## src/rtl/uart_start_detect.sv

```systemverilog
// UART RX start-bit detector: 2-FF synchroniser, falling-edge detect,
// prescale-clamped mid-bit majority vote and saturating glitch counter.
module uart_start_detect #(
    parameter int PRESCALE_WIDTH   = 6,
    parameter int VOTE_SAMPLES     = 3,
    parameter int GLITCH_CNT_WIDTH = 8
) (
    input  logic                        CLK,
    input  logic                        RST,
    input  logic                        rx_in,
    input  logic                        det_en,
    input  logic [PRESCALE_WIDTH-1:0]   prescale,
    input  logic                        glitch_clr,
    output logic                        strt_valid,
    output logic                        strt_glitch,
    output logic                        busy,
    output logic [PRESCALE_WIDTH-1:0]   edge_cnt,
    output logic [GLITCH_CNT_WIDTH-1:0] glitch_cnt
);

    localparam int PW = PRESCALE_WIDTH;
    localparam int GW = GLITCH_CNT_WIDTH;
    localparam logic [PW-1:0] P_MIN = PW'(2 * VOTE_SAMPLES);
    localparam logic [PW-1:0] HALF  = PW'(VOTE_SAMPLES / 2);
    localparam logic [2:0]    HALF3 = 3'(VOTE_SAMPLES / 2);

    typedef enum logic [1:0] {IDLE, CHECK, HOLD} state_t;

    state_t        state, state_nxt;
    logic          rx_meta, rx_s, rx_prev, fall;
    logic [PW-1:0] p_lat, p_nxt, p_eff, edge_nxt;
    logic [PW-1:0] ctr, lo, hi;
    logic [2:0]    ones, ones_nxt, ones_acc;
    logic          sample, last, valid_nxt, glitch_nxt;
    logic [GW-1:0] gcnt_nxt;

    // Idle-high reset on the whole line path avoids a false edge on release.
    always_ff @(posedge CLK or negedge RST) begin
        if (!RST) begin
            rx_meta <= 1'b1;
            rx_s    <= 1'b1;
            rx_prev <= 1'b1;
        end else begin
            rx_meta <= rx_in;
            rx_s    <= rx_meta;
            rx_prev <= rx_s;
        end
    end

    assign fall     = rx_prev & ~rx_s;
    assign p_eff    = (prescale < P_MIN) ? P_MIN : prescale;
    assign ctr      = p_lat >> 1;
    assign lo       = ctr - HALF;
    assign hi       = ctr + HALF;
    assign sample   = (edge_cnt >= lo) && (edge_cnt <= hi);
    assign ones_acc = ones + 3'(sample & rx_s);
    assign last     = (edge_cnt == p_lat - PW'(1));
    assign busy     = (state != IDLE);

    always_comb begin
        state_nxt  = state;
        p_nxt      = p_lat;
        edge_nxt   = '0;
        ones_nxt   = ones;
        valid_nxt  = 1'b0;
        glitch_nxt = 1'b0;
        unique case (state)
            IDLE: begin
                if (det_en && fall) begin
                    state_nxt = CHECK;
                    p_nxt     = p_eff;
                    ones_nxt  = '0;
                end
            end
            CHECK: begin
                if (!det_en) begin
                    state_nxt = IDLE;
                end else if (last) begin
                    // Final vote includes this cycle's sample.
                    if (ones_acc <= HALF3) begin
                        valid_nxt = 1'b1;
                        state_nxt = HOLD;
                    end else begin
                        glitch_nxt = 1'b1;
                        state_nxt  = IDLE;
                    end
                end else begin
                    edge_nxt = edge_cnt + PW'(1);
                    ones_nxt = ones_acc;
                end
            end
            HOLD: begin
                if (!det_en) state_nxt = IDLE;
            end
            default: state_nxt = IDLE;
        endcase

        gcnt_nxt = glitch_cnt;
        if (glitch_clr)
            gcnt_nxt = '0;
        else if (glitch_nxt && !(&glitch_cnt))
            gcnt_nxt = glitch_cnt + GW'(1);
    end

    always_ff @(posedge CLK or negedge RST) begin
        if (!RST) begin
            state       <= IDLE;
            p_lat       <= P_MIN;
            edge_cnt    <= '0;
            ones        <= '0;
            strt_valid  <= 1'b0;
            strt_glitch <= 1'b0;
            glitch_cnt  <= '0;
        end else begin
            state       <= state_nxt;
            p_lat       <= p_nxt;
            edge_cnt    <= edge_nxt;
            ones        <= ones_nxt;
            strt_valid  <= valid_nxt;
            strt_glitch <= glitch_nxt;
            glitch_cnt  <= gcnt_nxt;
        end
    end

endmodule

```

## config.mk

```make
export PLATFORM = sky130hd
export DESIGN_NAME = uart_start_detect
export DESIGN_NICKNAME = d
export VERILOG_FILES = /design/src/rtl/uart_start_detect.sv
export SDC_FILE = /design/constraint.sdc
export NUM_CORES = 1
export LEC_CHECK = 0
export CORE_MARGIN = 3
export CORE_UTILIZATION = 26
export CTS_BUF_LIST = sky130_fd_sc_hd__clkbuf_2 sky130_fd_sc_hd__clkbuf_4 sky130_fd_sc_hd__clkbuf_8
export DETAILED_ROUTE_END_ITERATION = 8
export PLACE_DENSITY = 0.49
export SKIP_LAST_GASP = 1
export SYNTH_ARGS = -nofsm -noshare
export SYNTH_HDL_FRONTEND = slang
export SYNTH_SLANG_ARGS = --single-unit
```

## constraint.sdc

```tcl
create_clock -name CLK -period 4.83 [get_ports CLK]
set_clock_uncertainty 0.15 [all_clocks]
set_input_delay 0.966 -clock CLK [delete_from_list [all_inputs] [get_ports CLK]]
set_output_delay 0.966 -clock CLK [all_outputs]
set_load 0.03 [all_outputs]
```

After elaboration in Yosys (flattened, before gate mapping)
Index checks and enable logic that the tools add are counted.
{ "word_totals": {"regBits": 30, "latchBits": 0, "ramBits": 0, "romBits": 0, "in_bits": 11, "memories": 0} }
{ "op_classes": {"n_addsub": 6, "n_mul": 0, "div_mod_pow": 0, "order_cmp": 4, "eq_ne": 8, "shift": 0, "n_mux": 24, "bitwise": 3, "n_reduce_logical": 12} }
{ "op_table": {"columns": ["op", "n"], "rows": [
  ["two-way mux 6 bit", 4],
  ["two-way mux 8 bit", 2],
  ["two-way mux 2 bit", 5],
  ["two-way mux 3 bit", 3],
  ["adder 8 x 1 -> 8 bit, second input constant", 1],
  ["two-way mux 1 bit", 8],
  ["!= test 2 bit, second input constant", 4],
  ["AND reduction 8 bit", 1],
  ["adder 5 x 1 -> 6 bit, second input constant", 1],
  ["adder 6 x 1 -> 6 bit, second input constant", 1],
  ["equality test 6 bit", 1],
  [">= comparator 6 bit", 1],
  ["<= comparator 6 bit", 1],
  ["less-than comparator 6 x 3 -> 1 bit, second input constant", 1],
  ["one-hot mux 2 bit (3 select lines)", 1],
  ["one-hot mux 3 bit (2 select lines)", 1],
  ["nonzero test 2 bit", 3],
  ["subtractor 5 x 1 -> 6 bit, second input constant", 1],
  ["subtractor 6 x 1 -> 6 bit, second input constant", 1],
  ["AND reduction 4 bit", 1],
  ["adder 3 x 1 -> 3 bit", 1],
  ["<= comparator 3 x 1 -> 1 bit, second input constant", 1],
  ["logical AND 1 bit", 3],
  ["!= test 3 bit, second input constant", 1],
  ["other kinds (8)", 9]
]} }

Logic depth before layout (Yosys ltp)
Gate-level depths: netlist of run 1.
{ "depth": {"depth_word": 13, "ltp_mapped": 19, "ltp_nobuf": 18} }

Least setup slack after synthesis of run 1
No wires, ideal clock.
{ "synth_timing": {"path_kind": "reg2reg", "from": "register p_lat[2]", "to": "register glitch_cnt[6]", "setup_time_ps": 127, "t_arrival_ps": 3476, "required_ps": 4553, "path_slack_ps": 1077, "path_stages_with_launch": 19, "path_buffers": 0, "path_cell_list": "dfstp_2 inv_1 ha_1 inv_1 ha_1 nor2b_1 o21a_1 o21ai_0 nand2b_1 a211oi_1 o211a_1 ha_1 ha_1 nor2b_1 nor3_1 a41o_1 nor4_4 nand3_1 mux2_1"} }
{ "synth_between": {"elab_chain_cells": 12} }
{ "synth_lines": {"columns": ["item", "line_no", "rtl"], "rows": [
  ["from (decl)", "31", "logic [PW-1:0] p_lat, p_nxt, p_eff, edge_nxt;"],
  ["from (signal assigned)", "116", "p_lat <= p_nxt;"],
  ["subtractor 5 x 1 -> 6 bit or adder 5 x 1 -> 6 bit (tied branches)", "53, 54", null],
  [">= comparator 6 bit or <= comparator 6 bit (tied branches)", "55", "assign sample = (edge_cnt >= lo) && (edge_cnt <= hi);"],
  ["logical AND 1 bit", "55", null],
  ["AND 1 bit", "56", "assign ones_acc = ones + 3'(sample & rx_s);"],
  ["adder 3 x 1 -> 3 bit", "56", null],
  ["<= comparator 3 x 1 -> 1 bit", "80", "if (ones_acc <= HALF3) begin"],
  ["two-way mux 1 bit", "80", null],
  ["two-way mux 1 bit (*)", "78", "end else if (last) begin"],
  ["two-way mux 1 bit (*)", "76", "if (!det_en) begin"],
  ["two-way mux 1 bit (*)", "67", "unique case (state)"],
  ["logical AND 1 bit (*)", "101", "else if (glitch_nxt && !(&glitch_cnt))"],
  ["nonzero test 2 bit (no source line) (*)", null, null],
  ["to (signal assigned)", "121", "glitch_cnt <= gcnt_nxt;"],
  ["to (decl)", "18", "output logic [GLITCH_CNT_WIDTH-1:0] glitch_cnt"]
]} }
Mark *: on every way between the ends. The rest lies on a longest branch, timed or not.
A chain may end at the register's enable or synchronous reset.

Worst setup path in the final report of run 1
Ends and elaborated chain as after synthesis.

==> results of run 1 <==
[cell type report]
class                   count  area share [%]
multi-input cells         145           45.58
flip-flops and latches     30           31.63
repair buffers             29           11.92
well taps                  96           5.018
clock buffers               7           3.764
inverters                  12           1.882
clock inverters             1          0.2091
[state kept, by name, indices dropped and copies added (netlist names)]
| register | cells |
|---|---|
| rx_s | 1 |
| glitch_cnt | 8 |
| rx_meta | 1 |
| ones | 3 |
| rx_prev | 1 |
| p_lat | 6 |
| edge_cnt | 6 |
| strt_glitch | 1 |
| strt_valid | 1 |
| state | 2 |
[per-layer routing]
layer	up-vias	routed length, um
met1	692	2146
met3	4	118
met4	0	46
li1	739	-
met5	-	0
met2	16	2031
[power by group through the flow]
stage          Sequential (mW)  Clock [mW]  Combinational, mW
6_report                 0.301       0.217              0.182
5_1_grt                  0.306       0.238              0.210
4_1_cts                  0.301       0.224              0.185
3_5_place_dp             0.306           0              0.183
3_3_place_gp             0.306           0              0.183
2_1_floorplan            0.287           0              0.160
[logic make-up (layout without fill, tap and decap cells)]
group / after synthesis / in the layout / share of synthesized area [%]
simple gates: 64 / 64 / 18.96
compound gates: 40 / 40 / 14.51
flops: 30 / 30 / 39.01
fa+ha+maj: 19 / 19 / 12.25
buf+inv: 18 / 49 / 4.771
xor+xnor: 17 / 17 / 7.672
mux: 5 / 5 / 2.837
[through the flow]
step | util [%] | instances | setup WS [ns] | total power [mW] | cell area (um2)
detailed placement | 32.75 | 312 | 0.6659 | 0.4890 | 2298
CTS | 34.10 | 320 | 0.6509 | 0.7102 | 2394
global placement | 32.75 | 312 | 0.7962 | 0.4883 | 2298
global route | 34.10 | 320 | 0.3452 | 0.7535 | 2394
floorplan | - | 193 | 1.077 | 0.4464 | 1941
finish | 34.10 | 320 | 0.6845 | 0.7002 | 2394
[placed cells by master (no fill, tap or decap), drive strengths merged, types with 7 or more instances in the layout]
cell type,count
dfrtp,25
and3,8
xnor2,11
a21oi,10
nor2,15
clkbuf,7
clkdlybuf4s50,27
inv,12
a21o,9
ha,19
nand3,13
[worst paths after layout]
path	startpoint	end	slack (ns)	depth (start not counted)
worst max-delay path	p_lat[2]	glitch_cnt[6]	0.68	19
worst min-delay path	rx_meta	rx_s	0.21	0
worst max register to register	p_lat[2]	glitch_cnt[6]	0.68	19
worst min register to register	rx_meta	rx_s	0.21	0
max in group asynchronous	RST	p_lat[1]	3.26	2
min in group asynchronous	RST	state[1]	0.94	2
==> summary.md, run 1 <==
| Metric | Value |
|---|---|
| Outcome | `finished clean` |
| Slowest cell on the critical path | `sky130_fd_sc_hd__dfstp_2` |
| Share of the cycle needed by the critical path after routing | `85.83%` |
| Remaining DRCs | `0` |
| Biggest cell delay along the critical path | `0.58 ns` |
| Cell family with the largest share of critical-path delay | `compound AO/OA/AOI/OAI gates` |
| Sequence of cells on the critical path | `inv_1, ha_1, inv_1, ha_1, nor2b_1, o21a_1, o21ai_0, nand2b_1, a211oi_1, o211a_1, ha_1, ha_1, nor2b_1, nor3_1, a41o_1, nor4_4, buf_4, nand3_1, mux2_1` |
| Register cell area after layout | `~760 um2` |
| Layout cells sized above 1 | `between 10% and 20%` |
| TritonCTS Buffers | `5` |
| Count leader, synth | `sky130_fd_sc_hd__dfrtp_1` |
| Maximum vdd ir drop | `roughly 0.13 mV` |
| Fraction of synthesis flops using an asynchronous set or reset pin | `100.0%` |
| Switching power | `0.2178 mW` |
| Crit Path Category | `reg -> reg` |
| Antenna violations before repair | `0` |
| Clk_lat worst skew | `around 0.28 ns` |
| Post-layout nets | `~250` |
| Count of TritonRoute iterations in the first routing pass | `4` |
| Clock Tree Buf Depth | `2` |
| GR Layer Usage met2 | `between 10% and 20%` |
| Max-cap violations | `0` |
| Maximum fanout along the worst path | `13` |
| Count of different cell masters after synthesis | `44` |
| Endpoint arrival time on the critical path | `between 4 and 5 ns` |
| Portion of total power attributed to sequential cells | `a little over two fifths` |
| CORE AREA | `roughly 0.0070 mm2` |
| Worst hold path class | `reg -> reg` |
| Number of setup buffers added after CTS | `0` |
| Fillers | `~730` |
| HPWL reported at the end of detailed placement | `about 3.2 mm` |
| CTS tree | `yes` |
| GPL Wtd Cong | `0.7609` |
| CP Data Required Time | `4.84 ns` |
| Antenna diodes | `0` |
| Endpoint type of the worst setup path | `flop` |
| Buffer type at the clock tree root | `sky130_fd_sc_hd__clkbuf_8` |
| All-Layer GR Usage | `about 11%` |
| Clock-pin transition on the worst setup and hold timing paths | `~0.07 ns` |
| Critical path buffers and inverters | `3` |
| Final setup violating endpoints | `0` |
| Internal Pwr Total | `between 0.4 and 0.5 mW` |
| Share of total power in combinational logic | `26.0%` |
| Met3 global-route usage | `2.924%` |
| Lkg Pwr | `approximately 1.1 nW` |
| Largest net degree at the start of global routing | `31` |
| # rows | `30` |
| Switching power share of the total | `around 31%` |
| Met1 usage in global routing | `between 10 and 15%` |
| # H-tree levels | `2` |
| Share of total power in the clock network | `a little under a third` |
| Post-synthesis to final-layout area growth | `23.34%` |
| Commonest cells in the synthesized netlist | `sky130_fd_sc_hd__dfrtp_1 (25), sky130_fd_sc_hd__ha_1 (19), sky130_fd_sc_hd__nor2_1 (15)` |
| Routed vias | `roughly 1500` |
| Gr busiest metal | `met2` |
| Cells after synthesis | `approximately 190` |
| Crit path top cell by count | `sky130_fd_sc_hd__ha_1` |
| Warning count from the yosys run | `0` |
| Starting density of the core | `between 20 and 30%` |
| Area occupied by multi-input gates | `roughly 0.0011 mm2` |
| Share of Yosys cell area claimed by the top area cell type | `~32%` |
| Number of global-route vias before repair | `between 1500 and 2000` |
| GRT Residual Overflow | `0` |
| First-pass GRT wire length | `around 7.7 mm` |
| Startpoint types | `flop` |
| Final worst path period need | `4.146 ns` |
| Iteration-0 DRC Markers | `38` |
| Routed length per placed instance | `~14 um` |
| Total standard cell area after synthesis | `0.001941 mm2` |
| Number of enable-type register cells in the synthesized netlist | `0` |
| Setup repair after global routing missed its margin | `no` |
| Number of max-slew violations in the final report | `0` |
| Transition time at the pin with the least slew margin | `about 0.53 ns` |
| Remaining antenna violation count | `0` |
| Die footprint | `roughly 0.0085 mm2` |
| Average footprint of a synthesized cell | `just over 10 um2` |
| Top Ports | `28` |
| Setup Total Neg Slack | `0 ns` |
| Clk sink count | `30` |
| Power per cell area | `292.5 mW/mm2` |
| # port buffers | `27` |
| Post-synth top flop | `sky130_fd_sc_hd__dfrtp_1` |
| Routed WL | `4.341 mm` |
| Drt via density | `4.534` |
| Min Hold Slack | `roughly 0.21 ns` |
| Total of hold buffers inserted after clock tree synthesis | `0` |
| Die Y-Extent | `~90 um` |
| Share of the yosys chip area belonging to registers | `roughly two fifths` |
| Number of endpoints with negative hold slack in the final report | `0` |
| Cts repair resizes | `0` |
| Post-Synthesis Net Count | `223` |
| Register bit count reported by yosys | `30` |
| Remaining max-slew budget at the tightest pin | `64.64%` |
| Ranking of synthesized cells by area | `sky130_fd_sc_hd__dfrtp_1 (32%), sky130_fd_sc_hd__ha_1 (12%), sky130_fd_sc_hd__dfstp_2 (6.8%), sky130_fd_sc_hd__xnor2_1 (5.0%), sky130_fd_sc_hd__a21o_1 (3.5%)` |
| Horizontal die dimension | `between 90 and 100 um` |
| Achievable clock frequency | `241.2 MHz` |
| Most area-hungry cell type in the Yosys netlist | `sky130_fd_sc_hd__dfrtp_1` |
(Power assumes the default switching activity.)
==> inputs of run 2 (changes only) <==
==> constraint.sdc (replaced) <==
create_clock -name CLK -period 4.5 [get_ports CLK]
set_clock_uncertainty 0.15 [all_clocks]
set_input_delay 0.9 -clock CLK [delete_from_list [all_inputs] [get_ports CLK]]
set_output_delay 0.9 -clock CLK [all_outputs]
set_load 0.03 [all_outputs]
==> summary.md, run 2 (same netlist as run 1, synthesis figures left out) <==
| Metric | Value |
|---|---|
| Outcome | `finished clean` |
| Drt via density | `4.600 (+1.4%)` |
| Achievable clock frequency | `246.4 MHz (+2.1%)` |
| Routed WL | `4.233 mm (-2.5%)` |
| Largest net degree at the start of global routing | `31 (unchanged)` |
| Minimum setup slack among reg-to-reg paths | `0.44 ns (-0.24 ns)` |
| All-Layer GR Usage | `10.65% (-0.55 points)` |
| Post-place setup slack | `0.4775 ns (-0.1885 ns)` |
| Worst Slack Setup Final | `0.4417 ns (-0.2428 ns)` |
| Remaining max-slew budget at the tightest pin | `64.04% (-0.60 points)` |
| Power per cell area | `311.2 mW/mm2 (+6.4%)` |
| GPL Wtd Cong | `0.7890 (+3.7%)` |
| Buffer type at the clock tree root | `sky130_fd_sc_hd__clkbuf_8` |
| Fillers | `729 (-0.27%)` |
| Iteration-0 DRC Markers | `45 (+18%)` |
| Number of global-route vias before repair | `1510 (-3.8%)` |
| Antenna violations before repair | `0 (unchanged)` |
| Critical R2R Launch | `p_lat[2]` |
| Endpoint type of the worst setup path | `flop` |
| Number of flip-flops under the largest register name | `8 (unchanged)` |
| # rows | `30 (unchanged)` |
| Share of total power in combinational logic | `26.2% (+0.2 points)` |
| Count of TritonRoute iterations in the first routing pass | `4 (unchanged)` |
| Startpoint types | `flop` |
| Setup repair after global routing missed its margin | `no` |
| Number of max-slew violations in the final report | `0 (unchanged)` |
| Maximum vdd ir drop | `0.1571 mV (+20%)` |
| CTS tree | `yes` |
| Die Y-Extent | `92.40 um (unchanged)` |
| Routed vias | `1472 (+1.4%)` |
| Crit path capture | `glitch_cnt[1]` |
| Crit Path Category | `reg -> reg` |
| Path depth of the worst reg2reg path | `19 (unchanged)` |
| Number of setup buffers added after CTS | `0 (unchanged)` |
| Top Ports | `28 (unchanged)` |
| # H-tree levels | `2 (unchanged)` |
| Starting density of the core | `27.65% (unchanged)` |
| Total of hold buffers inserted after clock tree synthesis | `0 (unchanged)` |
| Share of the cycle needed by the critical path after routing | `90.18% (+4.4 points)` |
| Most frequent standard cell in the layout excluding fill and tap cells | `sky130_fd_sc_hd__clkdlybuf4s50_1` |
| HPWL reported at the end of detailed placement | `3.208 mm (-0.30%)` |
| Launch point of the critical path | `p_lat[2]` |
| First-pass GRT wire length | `7.245 mm (-5.5%)` |
| Layout cells sized above 1 | `10.27% (unchanged)` |
| Final setup violating endpoints | `0 (unchanged)` |
| TritonCTS Buffers | `5 (unchanged)` |
| Lkg Pwr | `1.076 nW (-0.18%)` |
| CP Data Required Time | `4.51 ns (-0.33 ns)` |
| Most flop-heavy register | `glitch_cnt` |
| Clock Tree Buf Depth | `2 (unchanged)` |
| Maximum fanout along the worst path | `12 (-1)` |
| Share of total power in the clock network | `30.0% (-1.0 points)` |
| Clock-pin transition on the worst setup and hold timing paths | `0.06 ns (about the same)` |
| Clk_lat worst skew | `0.28 ns (about the same)` |
| Horizontal die dimension | `92.40 um (unchanged)` |
| Remaining DRCs | `0 (unchanged)` |
| # port buffers | `27 (unchanged)` |
| Max-cap violations | `0 (unchanged)` |
| Internal Pwr Total | `0.5163 mW (+7.0%)` |
| Transition time at the pin with the least slew margin | `0.5370 ns (+0.008946 ns)` |
| Top library cells by usage in the layout, fill and taps aside | `sky130_fd_sc_hd__clkdlybuf4s50_1 (27), sky130_fd_sc_hd__dfrtp_1 (25), sky130_fd_sc_hd__ha_1 (19)` |
| Routed length per placed instance | `13.23 um (-2.5%)` |
| Endpoint arrival time on the critical path | `4.06 ns (-0.10 ns)` |
| CORE AREA | `0.007019 mm2 (unchanged)` |
| Final worst path period need | `4.058 ns (-0.08725 ns)` |
| Number of endpoints with negative hold slack in the final report | `0 (unchanged)` |
| Clk sink count | `30 (unchanged)` |
| Largest registers | `glitch_cnt (8), edge_cnt (6), p_lat (6)` |
| Cts repair resizes | `0 (unchanged)` |
| Antenna diodes | `0 (unchanged)` |
| Number of cells on the worst hold path | `0 (unchanged)` |
| Post-layout nets | `253 (unchanged)` |
| Post-route cell area | `0.002390 mm2 (-0.16%)` |
| Portion of total power attributed to sequential cells | `43.7% (+0.8 points)` |
| Setup Total Neg Slack | `0 ns (unchanged)` |
| Remaining antenna violation count | `0 (unchanged)` |
| Worst hold path class | `reg -> reg` |
| Switching power | `0.2273 mW (+4.4%)` |
| Switching power share of the total | `30.57% (-0.54 points)` |
| Die footprint | `0.008537 mm2 (unchanged)` |
| FF-to-FF End | `glitch_cnt[1]` |
| GRT Residual Overflow | `0 (unchanged)` |
| Post-synthesis to final-layout area growth | `23.15%` |
| Post-placement cell area | `0.002298 mm2 (unchanged)` |
-- run 2: final cells by class --
type,count,area (um2),area share (%)
tap,96,120.1,5.026
sequential,30,757.0,31.68
inverter,12,45.04,1.885
multi-input combinational,145,1091,45.65
timing repair buffer,29,285.3,11.94
clock buffer,8,91.34,3.822
-- run 2: power by group through the flow --
stage,Clock [mW],Sequential [mW],Combinational [mW]
floorplan,0,0.308,0.172
global placement,0,0.329,0.196
detailed placement,0,0.330,0.197
CTS,0.233,0.325,0.198
global route,0.243,0.330,0.221
finish,0.223,0.325,0.195
-- run 2: metrics by stage --
step	power (mW)	utilization, %	hold slack (ns)	std cells
6_report	0.7437	34.05	0.2112	320
2_1_floorplan	0.4791	-	0.1952	193
3_5_place_dp	0.5271	32.75	0.2039	312
5_1_grt	0.7936	34.05	0.2195	320
3_3_place_gp	0.5256	32.75	0.1973	312
4_1_cts	0.7556	34.05	0.2136	320
-- run 2: critical path, cell delays in order (launching register included) --
cell                       delay [ns]
sky130_fd_sc_hd__dfstp_2         0.59
sky130_fd_sc_hd__inv_1           0.09
sky130_fd_sc_hd__ha_1            0.31
sky130_fd_sc_hd__inv_1           0.05
sky130_fd_sc_hd__ha_1            0.28
sky130_fd_sc_hd__nor2b_1         0.13
sky130_fd_sc_hd__o21a_1          0.15
sky130_fd_sc_hd__o21ai_0         0.15
sky130_fd_sc_hd__nand2b_1        0.07
sky130_fd_sc_hd__a211oi_1        0.25
sky130_fd_sc_hd__o211a_1         0.19
sky130_fd_sc_hd__ha_1            0.14
sky130_fd_sc_hd__ha_1            0.17
sky130_fd_sc_hd__nor2b_1         0.22
sky130_fd_sc_hd__nor3_1          0.11
sky130_fd_sc_hd__a41o_1          0.24
sky130_fd_sc_hd__nor4_4          0.16
sky130_fd_sc_hd__buf_4           0.23
sky130_fd_sc_hd__mux2i_1         0.20
sky130_fd_sc_hd__nor2_1          0.05
-- run 2: metal layers --
layer,vias to the layer above,share of wire [%],global-route usage [%]
met1,697,48,13.51
met4,0,1.8,4.084
met5,-,0,0
met3,8,3.6,2.356
met2,29,46,17.58
li1,738,-,-
-- run 2: worst min path at each step --
stage,start,to,slack (ns)
final,rx_meta,rx_s,0.21
after global routing,rx_meta,rx_s,0.22
after CTS,rx_meta,rx_s,0.21
after detailed placement,rx_meta,rx_s,0.20
after global placement,rx_meta,rx_s,0.20
after floorplan,rx_meta,rx_s,0.20
==> inputs of run 3 (changes only) <==
--- a/config.mk
+++ b/config.mk
@@ -5,11 +5,11 @@
 export SDC_FILE = /design/constraint.sdc
 export NUM_CORES = 1
 export LEC_CHECK = 0
-export CORE_MARGIN = 3
 export CORE_UTILIZATION = 26
 export CTS_BUF_LIST = sky130_fd_sc_hd__clkbuf_2 sky130_fd_sc_hd__clkbuf_4 sky130_fd_sc_hd__clkbuf_8
 export DETAILED_ROUTE_END_ITERATION = 8
 export PLACE_DENSITY = 0.49
+export REMOVE_ABC_BUFFERS = 1
 export SKIP_LAST_GASP = 1
 export SYNTH_ARGS = -nofsm -noshare
 export SYNTH_HDL_FRONTEND = slang
==> summary.md, run 3 (same netlist as run 1, synthesis figures left out) <==
| Metric | Value |
|---|---|
| Minimum setup slack among reg-to-reg paths | `0.56 ns (+0.12 ns)` |
| Share of the cycle needed by the critical path after routing | `87.60% (-2.6 points)` |
| # port buffers | `27 (unchanged)` |
| GPL Wtd Cong | `0.7485 (-5.1%)` |
| Lkg Pwr | `1.083 nW (+0.68%)` |
| CP Data Required Time | `4.50 ns (about the same)` |
| Largest net degree at the start of global routing | `31 (unchanged)` |
| Clk sink count | `30 (unchanged)` |
| TritonCTS Buffers | `5 (unchanged)` |
| Transition time at the pin with the least slew margin | `0.5114 ns (-0.02566 ns)` |
| Number of endpoints with negative hold slack in the final report | `0 (unchanged)` |
| Remaining max-slew budget at the tightest pin | `65.76% (+1.7 points)` |
| Final setup violating endpoints | `0 (unchanged)` |
| Maximum fanout along the worst path | `7 (-5)` |
| Routed WL | `3.966 mm (-6.3%)` |
| Count of TritonRoute iterations in the first routing pass | `6 (+2)` |
| Buffer type at the clock tree root | `sky130_fd_sc_hd__clkbuf_8` |
| CTS tree | `yes` |
| Top library cells by usage in the layout, fill and taps aside | `sky130_fd_sc_hd__clkdlybuf4s50_1 (27), sky130_fd_sc_hd__dfrtp_1 (25), sky130_fd_sc_hd__ha_1 (19)` |
| CORE AREA | `0.007214 mm2 (+2.8%)` |
| Startpoint types | `flop` |
| Remaining antenna violation count | `0 (unchanged)` |
| Number of global-route vias before repair | `1411 (-6.6%)` |
| Die Y-Extent | `88.40 um (-4.3%)` |
| Most flop-heavy register | `glitch_cnt` |
| HPWL reported at the end of detailed placement | `3.041 mm (-5.2%)` |
| Violations in the final reports | `design-rule violations` |
| Post-layout nets | `254 (+0.40%)` |
| All-Layer GR Usage | `11.42% (+0.77 points)` |
| Crit Path Category | `reg -> reg` |
| Endpoint arrival time on the critical path | `3.95 ns (-0.11 ns)` |
| Post-synthesis to final-layout area growth | `23.92%` |
| Post-route cell area | `0.002405 mm2 (+0.63%)` |
| Routed length per placed instance | `12.24 um (-7.5%)` |
| Most frequent standard cell in the layout excluding fill and tap cells | `sky130_fd_sc_hd__clkdlybuf4s50_1` |
| Max-cap violations | `0 (unchanged)` |
| Clock-pin transition on the worst setup and hold timing paths | `0.07 ns (about the same)` |
| Number of setup buffers added after CTS | `0 (unchanged)` |
| Horizontal die dimension | `88.40 um (-4.3%)` |
| Routed vias | `1438 (-2.3%)` |
| Uppermost routed layer | `met4` |
| Setup Total Neg Slack | `0 ns (unchanged)` |
| Top Ports | `28 (unchanged)` |
| Antenna diodes | `0 (unchanged)` |
| Achievable clock frequency | `253.7 MHz (+3.0%)` |
| Iteration-0 DRC Markers | `48 (+6.7%)` |
| Setup repair after global routing missed its margin | `no` |
| First-pass GRT wire length | `6.748 mm (-6.9%)` |
| Endpoint type of the worst setup path | `flop` |
| Die footprint | `0.007814 mm2 (-8.5%)` |
| Antenna violations before repair | `0 (unchanged)` |
| Amount of wire on met2 after detailed routing | `1.910 mm (-2.5%)` |
| Outcome | `complete, but fails checks` |
| Length of routed met3 wiring | `121 um (-21%)` |
| Final worst path period need | `3.942 ns (-0.1164 ns)` |
| Maximum vdd ir drop | `0.1825 mV (+16%)` |
| # rows | `31 (+3.3%)` |
| Power per cell area | `310.1 mW/mm2 (-0.34%)` |
| # H-tree levels | `2 (unchanged)` |
| Remaining DRCs | `2 (+2)` |
| GRT Residual Overflow | `0 (unchanged)` |
| Worst hold path class | `reg -> reg` |
| Total power | `0.7458 mW (+0.29%)` |
| Post-route core utilization | `33.33% (-0.71 points)` |
| Post-placement cell area | `0.002310 mm2 (+0.49%)` |
| Starting density of the core | `26.90% (-0.75 points)` |
| Metal1 wirelength | `1.912 mm (-6.5%)` |
| Drt via density | `4.438 (-3.5%)` |
| Number of flip-flops under the largest register name | `8 (unchanged)` |
| Total of hold buffers inserted after clock tree synthesis | `0 (unchanged)` |
| Clock Tree Buf Depth | `2 (unchanged)` |
| Min Hold Slack | `0.2108 ns (-0.0003980 ns)` |
| Cts repair resizes | `0 (unchanged)` |
| Layout cells sized above 1 | `10.67% (+0.40 points)` |
| Number of max-slew violations in the final report | `0 (unchanged)` |
| Clk_lat worst skew | `0.27 ns (about the same)` |
| Largest registers | `glitch_cnt (8), edge_cnt (6), p_lat (6)` |
## run 3: changes by cell type in the layout (fill, tap and decap cells not counted), sizes merged
cell    change
buf         +1
clkbuf      -1
clkinv      +1
## run 3: metal layers
metal	global-route usage, %	up-vias
met2	19.23	21
li1	-	741
met4	3.079	0
met5	0	-
met3	2.799	2
met1	14.59	674
## run 3: critical path: stages, from the launching register on
cell and delay, ns:
sky130_fd_sc_hd__dfstp_2 0.59, sky130_fd_sc_hd__inv_1 0.09, sky130_fd_sc_hd__ha_1 0.30, sky130_fd_sc_hd__inv_1 0.04, sky130_fd_sc_hd__ha_1 0.26, sky130_fd_sc_hd__nor2b_1 0.13
sky130_fd_sc_hd__o21a_1 0.16, sky130_fd_sc_hd__o21ai_0 0.13, sky130_fd_sc_hd__nand2b_1 0.07, sky130_fd_sc_hd__a211oi_1 0.23, sky130_fd_sc_hd__o211a_1 0.19, sky130_fd_sc_hd__ha_1 0.13
sky130_fd_sc_hd__ha_1 0.17, sky130_fd_sc_hd__nor2b_1 0.21, sky130_fd_sc_hd__nor3_1 0.11, sky130_fd_sc_hd__a41o_1 0.24, sky130_fd_sc_hd__nor4_4 0.18, sky130_fd_sc_hd__buf_4 0.20
sky130_fd_sc_hd__mux2i_1 0.20, sky130_fd_sc_hd__nor2_1 0.05
## run 3: final timing paths
check	startpoint	end	cells after the start
worst min register to register	rx_meta	rx_s	0
max in group asynchronous	RST	p_lat[2]	2
worst min-delay path	rx_meta	rx_s	0
worst max register to register	p_lat[2]	glitch_cnt[1]	19
worst max-delay path	p_lat[2]	glitch_cnt[1]	19
min in group asynchronous	RST	state[0]	2
## run 3: per-stage QoR
step	instances	worst slack, ns
3_5_place_dp	316	0.5426
5_1_grt	324	0.2269
3_3_place_gp	316	0.6178
2_1_floorplan	187	0.4893
4_1_cts	324	0.5370
6_report	324	0.5581
## run 3: where the power goes
part | leakage (nW) | total, mW | switching (mW) | internal [mW]
Combinational | 0.639 | 0.193 | 0.0955 | 0.0979
Clock | 0.0517 | 0.229 | 0.0993 | 0.129
Sequential | 0.393 | 0.324 | 0.0333 | 0.290
## run 3: cell type report
cell class,count,area [um2]
repair buffers,30,292.8
clock buffers,7,90.09
fillers,775,4810
multi-input cells,145,1091
inverters,12,45.04
clock inverters,1,5.005
well taps,99,123.9
flip-flops and latches,30,757.0
